### src/rtl/led_column_scanner_pkg.sv
// Shared definitions for the LED column scanner: FSM state encoding and the
// frame bit-layout helper used by every frame producer.
package led_column_scanner_pkg;

    typedef enum logic [1:0] {
        ST_IDLE  = 2'd0,
        ST_BLANK = 2'd1,
        ST_DRIVE = 2'd2
    } scan_state_t;

    // Pixel (col, row) lives at bit col*rows + row of a flattened frame.
    function automatic int pixel_index(input int col, input int row, input int rows);
        return col * rows + row;
    endfunction

endpackage

### src/rtl/led_column_scanner_scan_timer.sv
// Loadable down-counter; tc is high while the count sits at zero, so a load
// of N-1 gives a phase exactly N cycles long.
module scan_timer #(
    parameter int CNT_W = 10
) (
    input  logic             clk,
    input  logic             reset,
    input  logic             load,
    input  logic [CNT_W-1:0] load_value,
    output logic             tc
);

    logic [CNT_W-1:0] count_reg;

    always_ff @(posedge clk) begin
        if (reset) begin
            count_reg <= '0;
        end else if (load) begin
            count_reg <= load_value;
        end else if (count_reg != '0) begin
            count_reg <= count_reg - CNT_W'(1);
        end
    end

    assign tc = (count_reg == '0);

endmodule

### src/rtl/led_column_scanner.sv
// Time-multiplexed LED column driver with blanking gaps and a double-buffered
// frame that only swaps at a frame boundary (entry into BLANK of column 0).
module led_column_scanner
    import led_column_scanner_pkg::*;
#(
    parameter int COLS  = 8,
    parameter int ROWS  = 8,
    parameter int SEL_W = 3,
    parameter int DWELL = 1000,
    parameter int BLANK = 16,
    parameter int CNT_W = 10
) (
    input  logic                 clk,
    input  logic                 reset,
    input  logic                 enable,
    input  logic [COLS*ROWS-1:0] frame_in,
    input  logic                 frame_valid,
    output logic                 frame_ack,
    output logic                 frame_start,
    output logic [SEL_W-1:0]     select,
    output logic [COLS-1:0]      col_en,
    output logic [ROWS-1:0]      row_q
);

    localparam logic [CNT_W-1:0] BLANK_LOAD = CNT_W'(BLANK - 1);
    localparam logic [CNT_W-1:0] DWELL_LOAD = CNT_W'(DWELL - 1);
    localparam logic [SEL_W-1:0] LAST_COL   = SEL_W'(COLS - 1);

    scan_state_t            state_reg, state_next;
    logic [SEL_W-1:0]       select_reg, select_next;
    logic [COLS-1:0]        col_en_reg, col_en_next;
    logic [ROWS-1:0]        row_q_reg, row_q_next;
    logic                   frame_ack_reg, frame_start_reg;
    logic [COLS*ROWS-1:0]   active_reg, active_next;
    logic [COLS*ROWS-1:0]   shadow_reg, shadow_next;
    logic                   pending_reg, pending_next;

    logic                   timer_load;
    logic [CNT_W-1:0]       timer_value;
    logic                   timer_tc;
    logic                   boundary;
    logic                   swap;

    logic [ROWS-1:0]        col_rows [COLS];
    logic [COLS-1:0]        onehot_next;

    scan_timer #(.CNT_W(CNT_W)) u_timer (
        .clk        (clk),
        .reset      (reset),
        .load       (timer_load),
        .load_value (timer_value),
        .tc         (timer_tc)
    );

    for (genvar gi = 0; gi < COLS; gi++) begin : g_col
        assign col_rows[gi]    = active_reg[pixel_index(gi, 0, ROWS) +: ROWS];
        assign onehot_next[gi] = (select_next == SEL_W'(gi));
    end

    always_comb begin
        state_next  = state_reg;
        select_next = select_reg;
        timer_load  = 1'b0;
        timer_value = BLANK_LOAD;
        boundary    = 1'b0;

        case (state_reg)
            ST_IDLE: begin
                select_next = '0;
                if (enable) begin
                    state_next = ST_BLANK;
                    timer_load = 1'b1;
                    boundary   = 1'b1;
                end
            end
            ST_BLANK: begin
                if (!enable) begin
                    state_next  = ST_IDLE;
                    select_next = '0;
                end else if (timer_tc) begin
                    state_next  = ST_DRIVE;
                    timer_load  = 1'b1;
                    timer_value = DWELL_LOAD;
                end
            end
            ST_DRIVE: begin
                if (!enable) begin
                    state_next  = ST_IDLE;
                    select_next = '0;
                end else if (timer_tc) begin
                    state_next = ST_BLANK;
                    timer_load = 1'b1;
                    // Wrap at COLS-1 so unused select codes never appear.
                    if (select_reg == LAST_COL) begin
                        select_next = '0;
                        boundary    = 1'b1;
                    end else begin
                        select_next = select_reg + SEL_W'(1);
                    end
                end
            end
            default: begin
                state_next  = ST_IDLE;
                select_next = '0;
            end
        endcase

        // A write landing on the boundary cycle bypasses the shadow.
        swap         = boundary && (pending_reg || frame_valid);
        active_next  = active_reg;
        if (swap) begin
            active_next = frame_valid ? frame_in : shadow_reg;
        end
        shadow_next  = frame_valid ? frame_in : shadow_reg;
        pending_next = swap ? 1'b0 : (pending_reg || frame_valid);

        col_en_next = '0;
        row_q_next  = '0;
        if (state_next == ST_DRIVE) begin
            col_en_next = onehot_next;
            row_q_next  = col_rows[select_next];
        end
    end

    always_ff @(posedge clk) begin
        if (reset) begin
            state_reg       <= ST_IDLE;
            select_reg      <= '0;
            col_en_reg      <= '0;
            row_q_reg       <= '0;
            frame_ack_reg   <= 1'b0;
            frame_start_reg <= 1'b0;
            active_reg      <= '0;
            shadow_reg      <= '0;
            pending_reg     <= 1'b0;
        end else begin
            state_reg       <= state_next;
            select_reg      <= select_next;
            col_en_reg      <= col_en_next;
            row_q_reg       <= row_q_next;
            frame_ack_reg   <= swap;
            frame_start_reg <= boundary;
            active_reg      <= active_next;
            shadow_reg      <= shadow_next;
            pending_reg     <= pending_next;
        end
    end

    assign select      = select_reg;
    assign col_en      = col_en_reg;
    assign row_q       = row_q_reg;
    assign frame_ack   = frame_ack_reg;
    assign frame_start = frame_start_reg;

endmodule

### config.mk
export PLATFORM = sky130hd
export DESIGN_NAME = led_column_scanner
export DESIGN_NICKNAME = d
export VERILOG_FILES = /design/src/rtl/led_column_scanner_pkg.sv /design/src/rtl/led_column_scanner_scan_timer.sv /design/src/rtl/led_column_scanner.sv
export SDC_FILE = /design/constraint.sdc
export NUM_CORES = 1
export LEC_CHECK = 0
export CORE_UTILIZATION = 40
export DETAILED_ROUTE_END_ITERATION = 12
export HOLD_SLACK_MARGIN = 0.05
export REMOVE_ABC_BUFFERS = 1
export SLEW_MARGIN = 20
export SYNTH_ARGS = -nofsm -noshare
export SYNTH_HDL_FRONTEND = slang
export SYNTH_SLANG_ARGS = --single-unit
### constraint.sdc
create_clock -name clk -period 3.1 [get_ports clk]
set_clock_uncertainty 0.15 [all_clocks]
set_input_delay 0.31 -clock clk [delete_from_list [all_inputs] [get_ports clk]]
set_output_delay 0.31 -clock clk [all_outputs]
set_load 0.05 [all_outputs]
==> flow_summary.json, run 1 <==
{
  "status": "completed",
  "viasPerCell": 4.93,
  "cts.sink_count": 162,
  "synth.most_common_cell": "dfxtp_1",
  "period_share": 0.928,
  "p_seq_frac": 0.440,
  "avgRoutedWirePerCell_um": 15.0,
  "min_path_type": "in2reg",
  "overflow": 0,
  "cts_tree": "yes",
  "cts_resized": 0,
  "htreeDepth": 4,
  "tritoncts.num_buffers": 17,
  "slew_violations": 0,
  "io_pins": 89,
  "grt_pass1_wl_um": 24800,
  "p_leak_nw": 3.15,
  "cp_max_fo": 24,
  "swShare": 0.265,
  "ys_seq_area_frac": 0.489,
  "rsz0062_at_grt": "false",
  "fmax_ghz": 0.348,
  "arrival_ps": 3070,
  "regToRegSetupSlack_ps": 220,
  "yosys_warnings": 0,
  "reg2reg_to": "row_q[4]",
  "postCtsSetupBuffers": 0,
  "nFillCells": 1486,
  "synth_common_cells": "162 x dfxtp_1, 89 x mux2i_1, 80 x nor2_1, 77 x nand2_1, 75 x o21ai_0",
  "yosys.area.top_type_share": 0.489,
  "drtPass1Iterations": 5,
  "drive_above_1_share": 0.0910,
  "portBuffers": 88,
  "cts_root_buf": "clkbuf_16",
  "cellPowerDensity_mw_per_mm2": 614,
  "power_w": 0.00518,
  "synth_cell_types": 45,
  "hold_viol": 0,
  "power_frac_clock": 0.428,
  "final-instance-count-excl-fill": 1018,
  "via_count": 5022,
  "antenna_found_initial": 1,
  "postRouteAntennaNets": 0,
  "cp-end-kind": "flop",
  "rows": 46,
  "ctsHoldBuffers": 0,
  "synth_edf_count": 0,
  "layout-area-overhead-vs-synth_pct": 27.1,
  "pwr-share-comb": 0.132,
  "grt_usage": 0.190,
  "r2r_cells": 9,
  "p_int_w": 0.00380,
  "synth_ff_type": "dfxtp_1",
  "r2r_start": "u_timer.count_reg[0]",
  "initial_utilization": 0.413,
  "clkLatencyLatePin_ps": 430,
  "tightest_slew_ps": 570,
  "seq_area_mm2": 0.00324,
  "dpl.cell_count": 986,
  "maxSlewHeadroom": 0.620,
  "synth.area.top_cells": "dfxtp_1 49%, mux2i_1 13%, nand2b_1 6.2%",
  "wirelength_um": 15300,
  "drtIter0Drc": 346,
  "first_global_vias": 4922,
  "place.gp.congestion": 0.779,
  "grt_max_degree": 145,
  "vdd_drop_max_uv": 413,
  "worstSetupPathType": "reg2reg",
  "ys_async_sr_fraction": 0,
  "cts_buffer_depth": 2,
  "whs_ps": 106,
  "fin_crit_ps": 2880,
  "multi_input_area_mm2": 0.00322,
  "clk_pin_slew_worst_paths_ps": 70,
  "design.core.area_mm2": 0.0161,
  "setup_viol": 0,
  "post-route-drc-count": 0,
  "max-cap-violations": 0,
  "yosysTopAreaCell": "dfxtp_1",
  "hpwl_um": 10300,
  "synth_cells": 715,
  "die_area_mm2": 0.0171,
  "ys_ff_latch": 162,
  "die_h_um": 131,
  "crit_required_ps": 3300,
  "nets": 864,
  "start_kind": "flop",
  "hold_depth": 3,
  "synth_area_per_cell_um2": 9.28,
  "hold_end": "state_reg[1]",
  "power_switching_w": 0.00138,
  "synth_area_mm2": 0.00664,
  "min_from": "reset",
  "dieWidth_um": 131,
  "n_antenna_cell": 0
}
routing by layer:
metal / track usage / share of wire / vias to the layer above
met1: 0.266 / 0.50 / 2311
met2: 0.287 / 0.45 / 95
li1: - / - / 2607
met5: 0 / 0 / -
met4: 0.0507 / 0.0078 / 0
met3: 0.0517 / 0.041 / 9
how the worst max path moves through the flow:
stage	cells after the start	start	end	slack, ps
after floorplan	7	u_timer.count_reg[0]	active_reg[0]	-2550
after global placement	8	enable	col_en[7]	310
after detailed placement	9	u_timer.count_reg[0]	col_en[5]	220
after CTS	9	u_timer.count_reg[0]	col_en[5]	180
after global routing	8	u_timer.count_reg[0]	row_q[7]	60
final	9	u_timer.count_reg[0]	row_q[4]	220
worst max-delay path: stages (launching register included):
cell,delay [ps]
dfxtp_1,310
inv_1,100
ha_1,230
or4b_1,630
nor4_4,450
a211oi_4,70
buf_12,190
mux2i_1,140
a2111o_1,410
o21ai_0,90
power groups by stage:
stage / clock network (W) / logic, W / registers [W]
2_1_floorplan: 0 / 0.000393 / 0.00231
3_3_place_gp: 0 / 0.000671 / 0.00232
3_5_place_dp: 0 / 0.000676 / 0.00232
4_1_cts: 0.00226 / 0.000681 / 0.00228
5_1_grt: 0.00236 / 0.000761 / 0.00229
6_report: 0.00222 / 0.000685 / 0.00228
final cells by class:
cell class / instances / area share
clock buffer: 17 / 0.0504
clock inverter: 15 / 0.0239
inverter: 4 / 0.00178
multi-input combinational: 498 / 0.381
sequential: 162 / 0.385
tap: 216 / 0.0320
timing repair buffer: 106 / 0.126
per-stage QoR:
step | setup slack [ps] | setup TNS (ps) | utilization | instance area, um^2
after global routing | 64.9 | 0 | 0.525 | 8430
after global placement | 311 | 0 | 0.484 | 7770
after floorplan | -2550 | -169900 | - | 6420
after CTS | 179 | 0 | 0.523 | 8400
final | 224 | 0 | 0.525 | 8430
after detailed placement | 224 | 0 | 0.484 | 7770
logic make-up after synthesis:
logic type | count (synthesis) | synth area share
mux | 97 | 0.148
xor+xnor | 5 | 0.00660
simple gates | 271 | 0.200
compound gates | 118 | 0.110
flops | 162 | 0.489
fa+ha+maj | 7 | 0.0132
buf+inv | 55 | 0.0343
cells in the final DEF, fill, tap and decap left out, drive strengths merged, types with 2 or more instances in the layout:
cell,synthesis,routed
o31ai,2,2
dfxtp,162,162
inv,4,9
nor3,17,17
o21ai,76,76
ha,7,7
nor2,80,80
buf,16,20
or3,2,2
clkbuf,35,17
nand2b,66,66
nand3,6,6
bufinv,0,3
clkinvlp,0,5
clkinv,0,2
nand2,77,77
a221oi,11,11
xor2,2,2
nor3b,9,9
or2,2,2
mux2i,89,89
nor4,4,4
xnor2,3,3
mux2,8,8
a2111o,8,8
nand4,2,2
a21oi,13,13
clkdlybuf4s50,0,86
Note: power is estimated with default switching activity, not from simulation.
==> run 2, diff against run 1 <==
--- a/config.mk
+++ b/config.mk
@@ -5,6 +5,9 @@
 export SDC_FILE = /design/constraint.sdc
 export NUM_CORES = 1
 export LEC_CHECK = 0
+export ABC_AREA = 0
+export ABC_CLOCK_PERIOD_IN_PS = 3100
+export CORE_ASPECT_RATIO = 2
 export CORE_UTILIZATION = 40
 export DETAILED_ROUTE_END_ITERATION = 12
 export HOLD_SLACK_MARGIN = 0.05
==> flow_summary.json, run 2 (synthesized netlist as in run 1, its figures left out) <==
{
  "status": "completed",
  "first_global_vias": 5313,
  "via_count": 5109,
  "r2r_start": "u_timer.count_reg[0]",
  "r2r_cells": 8,
  "critPathBufInv": 2,
  "rsz0062_at_grt": "false",
  "drtIter0Drc": 243,
  "multi_input_area_mm2": 0.00319,
  "grt_usage": 0.202,
  "rows": 66,
  "cp-startpoint": "u_timer.count_reg[0]",
  "cp-end-kind": "flop",
  "busiest_layer": "met2",
  "overflow": 0,
  "crit_slowest_cell": "or4b_1",
  "clkLatencyLatePin_ps": 420,
  "min_path_type": "in2reg",
  "worstSetupPathType": "reg2reg",
  "fin_ws_ps": 241,
  "dieWidth_um": 93.1,
  "start_kind": "flop",
  "seq_area_mm2": 0.00324,
  "die_h_um": 184,
  "tritoncts.num_buffers": 17,
  "period_share": 0.922,
  "initial_utilization": 0.408,
  "antenna_found_initial": 0,
  "grt_use_met3": 0.0371,
  "grt_use_met2": 0.379,
  "htreeDepth": 4,
  "tightest_slew_ps": 825,
  "final_common_cell": "dfxtp_1",
  "cts.sink_count": 162,
  "nFillCells": 1506,
  "met1_usage": 0.219,
  "worst-path-stages": 8,
  "vdd_drop_max_uv": 407,
  "crit_required_ps": 3300,
  "fin_crit_ps": 2860,
  "hold_viol": 0,
  "layout_common_cells": "162 x dfxtp_1, 89 x mux2i_1, 86 x clkdlybuf4s50_1",
  "design.core.area_mm2": 0.0163,
  "drive_above_1_share": 0.0838,
  "grt_pass1_wl_um": 26500,
  "layout-area-overhead-vs-synth_pct": 24.9,
  "fmax_ghz": 0.350,
  "slowest_delay_ps": 640,
  "io_pins": 89,
  "setup_viol": 0,
  "drtPass1Iterations": 4,
  "n_antenna_cell": 0,
  "p_int_w": 0.00354,
  "path_cells": "inv_1 > ha_1 > or4b_1 > a221oi_1 > a221o_1 > buf_4 > mux2_2 > o21ai_0",
  "crit_family": "compound AO/OA/AOI/OAI gates",
  "portBuffers": 88,
  "cts_root_buf": "clkbuf_16",
  "swShare": 0.274,
  "arrival_ps": 3050,
  "maxSlewHeadroom": 0.450,
  "nets": 863,
  "post-route-drc-count": 0,
  "grt_max_degree": 131,
  "power_switching_w": 0.00133,
  "worstSetupEndpoint": "row_q[5]",
  "reg2reg_to": "row_q[5]",
  "max-cap-violations": 0,
  "wirelength_um": 16300,
  "place_ws_ps": 200,
  "viasPerCell": 5.09,
  "hpwl_um": 11500,
  "pwr-share-comb": 0.143,
  "placed_area_mm2": 0.00773,
  "cp_max_fo": 13,
  "cellPowerDensity_mw_per_mm2": 587,
  "regToRegSetupSlack_ps": 240,
  "p_leak_nw": 3.09,
  "postRouteAntennaNets": 0,
  "clk_pin_slew_worst_paths_ps": 60,
  "slew_violations": 0,
  "cts_buffer_depth": 2,
  "timing.setup.tns_ps": 0,
  "cts_tree": "yes",
  "power_frac_clock": 0.390,
  "p_seq_frac": 0.468,
  "design_area_mm2": 0.00829,
  "avgRoutedWirePerCell_um": 16.2,
  "place.gp.congestion": 0.804,
  "die_area_mm2": 0.0171
}
[run 2: worst min-delay path by stage]
stage                   start                   end  slack, ps  cells after the start
6_report          frame_valid        shadow_reg[20]        280                      3
5_1_grt           frame_valid        shadow_reg[11]        290                      3
4_1_cts           frame_valid        shadow_reg[20]        270                      3
3_5_place_dp   active_reg[43]        active_reg[43]        310                      2
3_3_place_gp   active_reg[43]        active_reg[43]        310                      2
2_1_floorplan           reset  u_timer.count_reg[0]        230                      1
[run 2: timing repair]
| item | 4_1_cts | 5_1_grt |
|---|---|---|
| hold buffers | 1 | 0 |
| buffers inserted | 0 | 0 |
| resized for setup | 0 | 2 |
| hold endpoints to repair | 6 | 0 |
| setup endpoints to repair | 0 | 7 |
[run 2: routing by layer]
layer | share of wire | vias up
met1 | 0.40 | 2423
met5 | 0 | -
met2 | 0.55 | 76
met4 | 0.024 | 0
met3 | 0.023 | 21
li1 | - | 2589
[run 2: power groups by stage]
stage	registers, W	logic, W	clock network [W]
after floorplan	0.00231	0.000393	0
after global placement	0.00232	0.000687	0
after detailed placement	0.00232	0.000697	0
after CTS	0.00228	0.000703	0.00194
after global routing	0.00229	0.000774	0.00203
final	0.00228	0.000694	0.00190
[run 2: layout make-up]
| class | count | area share |
|---|---|---|
| timing repair buffer | 105 | 0.127 |
| multi-input combinational | 498 | 0.385 |
| clock inverter | 14 | 0.0130 |
| sequential | 162 | 0.391 |
| inverter | 4 | 0.00181 |
| tap | 204 | 0.0308 |
| clock buffer | 17 | 0.0513 |
[run 2: tightest hold or removal path, delay by kind of cell]
kind / cells / cell delay [ps]
muxes: 1 / 180
buffers and inverters: 1 / 230
and+or+nand+nor: 1 / 70
[run 2: stage by stage]
step	instances	total power [W]	hold slack, ps	utilization
after floorplan	664	0.00271	229	-
after global placement	972	0.00301	311	0.475
after detailed placement	972	0.00302	311	0.475
after CTS	1004	0.00492	267	0.509
after global routing	1004	0.00509	294	0.510
final	1004	0.00487	276	0.510
